==> src/rtl/pc_unit.sv <==
// pc_unit: fetch program counter with redirect, trap, epoch tagging and misaligned-target fault
module pc_unit #(
  parameter int XLEN = 32,
  parameter logic [XLEN-1:0] RESET_VECTOR = '0,
  parameter int EPOCH_W = 2
) (
  input  logic               clk,
  input  logic               rst,
  input  logic               stall,
  output logic               fetch_valid,
  input  logic               fetch_ready,
  output logic [XLEN-1:0]    fetch_pc,
  output logic [EPOCH_W-1:0] fetch_epoch,
  input  logic               redir_valid,
  input  logic               redir_isjalr,
  input  logic [XLEN-1:0]    redir_base,
  input  logic [XLEN-1:0]    redir_offset,
  input  logic [XLEN-1:0]    redir_jalr_reg,
  input  logic               trap_valid,
  input  logic [XLEN-1:0]    trap_vector,
  output logic               fault,
  output logic [XLEN-1:0]    fault_pc,
  output logic [31:0]        fetch_cnt
);
  typedef enum logic [1:0] {S_BOOT, S_RUN, S_FAULT} state_t;
  state_t state_q, state_d;
  logic [XLEN-1:0] pc_q, pc_d, fault_pc_q, fault_pc_d, jalr_sum, target, trap_pc;
  logic [EPOCH_W-1:0] epoch_q, epoch_d;
  logic [31:0] cnt_q, cnt_d;
  logic hs;
  assign fetch_valid = (state_q == S_RUN) && !stall;
  assign fetch_pc    = pc_q;
  assign fetch_epoch = epoch_q;
  assign fault       = state_q == S_FAULT;
  assign fault_pc    = fault_pc_q;
  assign fetch_cnt   = cnt_q;
  // Trap beats redirect beats sequential increment; the counter tracks every accepted handshake regardless.
  always_comb begin
    hs         = fetch_valid && fetch_ready;
    jalr_sum   = redir_jalr_reg + redir_offset;
    target     = redir_isjalr ? {jalr_sum[XLEN-1:1], 1'b0} : redir_base + redir_offset;
    trap_pc    = {trap_vector[XLEN-1:2], 2'b00};
    state_d    = state_q;
    pc_d       = pc_q;
    epoch_d    = epoch_q;
    fault_pc_d = fault_pc_q;
    cnt_d      = cnt_q + 32'(hs);
    if (state_q == S_BOOT) begin
      state_d = S_RUN;
    end else if (trap_valid) begin
      pc_d    = trap_pc;
      epoch_d = epoch_q + EPOCH_W'(1);
      state_d = S_RUN;
    end else if (state_q == S_RUN && redir_valid) begin
      pc_d       = target[1:0] == 2'b00 ? target : pc_q;
      epoch_d    = target[1:0] == 2'b00 ? epoch_q + EPOCH_W'(1) : epoch_q;
      fault_pc_d = target[1:0] == 2'b00 ? fault_pc_q : target;
      state_d    = target[1:0] == 2'b00 ? S_RUN : S_FAULT;
    end else if (hs) begin
      pc_d = pc_q + XLEN'(4);
    end
  end
  // State register; reset abandons any in-flight request.
  always_ff @(posedge clk) begin
    if (rst) begin
      state_q    <= S_BOOT;
      pc_q       <= RESET_VECTOR;
      epoch_q    <= '0;
      fault_pc_q <= '0;
      cnt_q      <= '0;
    end else begin
      state_q    <= state_d;
      pc_q       <= pc_d;
      epoch_q    <= epoch_d;
      fault_pc_q <= fault_pc_d;
      cnt_q      <= cnt_d;
    end
  end
endmodule

==> config.mk <==
export PLATFORM = sky130hd
export DESIGN_NAME = pc_unit
export DESIGN_NICKNAME = d
export VERILOG_FILES = /design/src/rtl/pc_unit.sv
export SDC_FILE = /design/constraint.sdc
export NUM_CORES = 1
export LEC_CHECK = 0
export BUFFER_PORTS_ARGS = -buffer_cell sky130_fd_sc_hd__buf_2
export CAP_MARGIN = 20
export CORE_AREA = 5 5 163 165
export CTS_CLUSTER_DIAMETER = 200
export DETAILED_ROUTE_END_ITERATION = 7
export DIE_AREA = 0 0 168 170
export GPL_TIMING_DRIVEN = 0
export MAX_ROUTING_LAYER = met4
export PLACE_DENSITY = 0.56
export SYNTH_ARGS = -nofsm -noshare
export SYNTH_HDL_FRONTEND = slang
export SYNTH_SLANG_ARGS = --single-unit
==> constraint.sdc <==
create_clock -name clk -period 3.5 [get_ports clk]
set_input_delay 0.525 -clock clk [delete_from_list [all_inputs] [get_ports clk]]
set_output_delay 0.525 -clock clk [all_outputs]
set_load 0.01 [all_outputs]
==> run metrics <==
Post-CTS Repair Setup Buffers 0; quantity of I/O buffers inserted on ports approximately 230; number of synthesized register bits 100; Multi-input gate area around 6200 µm²; Via density ~5.5; Slew Limit Fails 0; Ports between 200 and 250; first-pass GRT wire length 50700 µm; die width around 170 µm; clk slew on worst S/H paths 0.08 ns; CP max stage delay 0.50 ns; Flop pwr share 0.351; setup TNS 0 ns; period utilization 0.925; post-detailed-route count of antenna-violating nets 0; post-synthesis sequential area ratio 0.234; Inst Count DP approximately 1700; pwr dens 344 nW/µm²; clk_lat worst skew 0.36 ns; maximum fanout along the worst path 10; CP Buf/Inv Count 4; Critical Path, Cell by Cell buf_2 -> ha_1 -> inv_1 -> fa_1 -> nor2b_1 -> a21oi_1 -> and2_1 -> or3_1 -> clkbuf_1 -> clkbuf_1 -> a221oi_1 -> a211oi_1; clock group share of total power 0.279; wire length per cell between 15 and 20 µm; Die H 170 µm; crit path DAT 3.50 ns; CP top delay family buffers and inverters; Combinational Power Share 0.369; syn_area_per_cell 7.45 µm²; CTS Root Cell clkbuf_16; via count about 9400; GR Overflow Total 0; final wirelength 33000 µm; Setup CP Type in -> reg; initial antenna violation count 0; CTS tree built; final core utilization 0.419; Tot Pwr 3.59 mW; data required time of the critical path 3.76 ns; Post-CTS Hold Buffers 0; NumNets Final 1592; Reg2Reg Setup Slack around 0.59 ns; standard-cell row count 58; Syn Nets around 1400; # diodes 0; crit path max-delay cell type fa_1; clock period minus final worst setup slack about 3.2 ns; H-tree depth 3; DR DRC count 0; Pre-antenna DRT Iters 4; Max-Cap Viols 0; post-synthesis cell type count 74; CP startpoint kind input port; Area Growth Syn to Fin 21.6%; Starting Density 0.344; Crit. End Element flop; Slew headroom 0.498; synth warn 0; cell area after layout roughly 10000 µm²; largest net degree at the start of global routing 19; Area after DPL about 10000 µm²; internal power 2.19 mW; sw frac 0.389; Primary FF master, synth dfxtp_1; Post-synth EDFFs 0; clk sinks 100; clock buffer depth 2; GP Congestion 0.927; vias in the first global route between 8000 and 9000; final cell count without fillers approximately 1700; mapped cell area 8570 µm²; clk_skew ~0.010 ns; share of cells above drive strength 1 0.202; RSZ-0062 raised after global routing no; asr flop ratio synth 0; fill cell count 2677; 1st-iter DRT viols between 600 and 700; count of final hold-check violations 0; VDD IR max ~0.00020 V; Net Sw Power 1.40 mW; HPWL after DPL 27000 µm; FMAX approximately 310 MHz; register area between 2000 and 2500 µm²; Worst Tran Pin Value approximately 0.75 ns; HP Class reg -> reg; Lkg Pwr ~4.6 nW; die footprint ~29000 µm²; status complete, no violations; synthesized instance count 1151; setup violators final 0; core area about 25000 µm²; GRT Util Overall 0.228; Worst path most repeated cell clkbuf_1; Num CTS Buffers 9
==> tightest hold or removal path, delay by kind of cell, from the launching register on <==
family | cells | cell delay [ns]
flip-flops | 1 | 0.31
AO/OA/AOI/OAI | 1 | 0.05
AND/OR/NAND/NOR | 1 | 0.05
==> cells by family (layout without fill, tap and decap cells) <==
family | after synthesis | after routing | synth area share
AOI/OAI and AO/OA | 337 | 337 | 0.268
muxes | 8 | 8 | 0.00934
xor gates and xnor gates | 103 | 103 | 0.105
and+or+nand+nor | 445 | 445 | 0.244
adders and majority gates | 66 | 66 | 0.0981
DFF | 100 | 100 | 0.234
buffers and inverters | 92 | 337 | 0.0423
==> metrics by stage <==
| stage | hold WS (ns) | worst slack [ns] |
|---|---|---|
| 2_1_floorplan | 0.476 | 0.570 |
| 3_3_place_gp | 0.437 | -0.355 |
| 3_5_place_dp | 0.446 | -0.295 |
| 4_1_cts | 0.456 | 0.0379 |
| 5_1_grt | 0.483 | 0.0402 |
| 6_report | 0.457 | 0.262 |
==> synthesized netlist by cell type, drive strengths merged (5+ instances only) <==
master	count	area, µm²
nor2	159	604
a21oi	102	522
dfxtp	100	2000
nand2	97	364
ha	64	801
o21ai	60	304
xor2	58	508
clkbuf	49	186
xnor2	45	394
nand3	44	220
a211oi	38	300
nor3	38	195
inv	27	101
and3	26	163
a21o	20	150
nand2b	17	106
nand4	17	106
o211ai	16	125
buf	15	71.3
a221oi	14	140
a22oi	14	105
a31oi	10	62.6
nor2b	10	62.6
a2111oi	9	113
and2	8	50.1
mux2i	8	80.1
or3	8	50.1
a41oi	6	60.1
nor3b	6	45.0
o31ai	6	50.1
a211o	5	43.8
o21bai	5	37.5
==> power groups by stage <==
stage          logic, mW  clock network, mW  registers, mW
4_1_cts             1.31               1.02           1.26
2_1_floorplan      0.833                  0           1.30
5_1_grt             1.46               1.06           1.27
6_report            1.33               1.00           1.26
3_3_place_gp        1.30                  0           1.29
3_5_place_dp        1.30                  0           1.29
==> per-layer routing <==
metal,vias to the layer above,track usage,wire length (µm)
li1,4665,-,-
met1,4413,0.304,15000
met2,317,0.372,15400
met3,22,0.0358,2150
met4,0,0.0395,464
met5,-,-,0
==> sequential cells by signal (all words and copies together), names as in the netlist <==
register	count
fetch_pc	32
fault_pc	32
state_q	2
fetch_cnt	32
fetch_epoch	2
==> cell usage in the layout, fill, tap and decap left out, types with 27 or more instances in the layout <==
master      n
nor2_1    156
nand3_1    44
clkbuf_1   48
nand2_1    97
nor3_1     37
ha_1       64
a211oi_1   35
dfxtp_1   100
o21ai_0    50
inv_1      27
a21oi_1    99
xnor2_1    45
buf_2     241
xor2_1     58
==> timing repair <==
action	4_1_cts	5_1_grt
gates resized for setup	0	2
endpoints found under the setup margin	0	3
endpoints found under the hold margin	0	0
==> final cells by class <==
cell class	instances	share of cell area
timing repair buffer	229	0.110
tap	330	0.0396
clock inverter	6	0.00540
clock buffer	10	0.0220
buffer	64	0.0247
inverter	28	0.0101
multi-input combinational	959	0.596
sequential	100	0.192
==> worst paths after layout <==
kind | start | to | cells past startpoint
setup / recovery | redir_offset[0] | fetch_pc[5]$_SDFFE_PP0P_ | 12
hold / removal | fault_pc[16]$_SDFFE_PP0P_ | fault_pc[16]$_SDFFE_PP0P_ | 2
setup reg to reg | state_q[0]$_SDFFE_PP0P_ | fetch_pc[24]$_SDFFE_PP0P_ | 12
hold reg to reg | fault_pc[16]$_SDFFE_PP0P_ | fault_pc[16]$_SDFFE_PP0P_ | 2
Note: power is estimated with default switching activity, not from simulation.
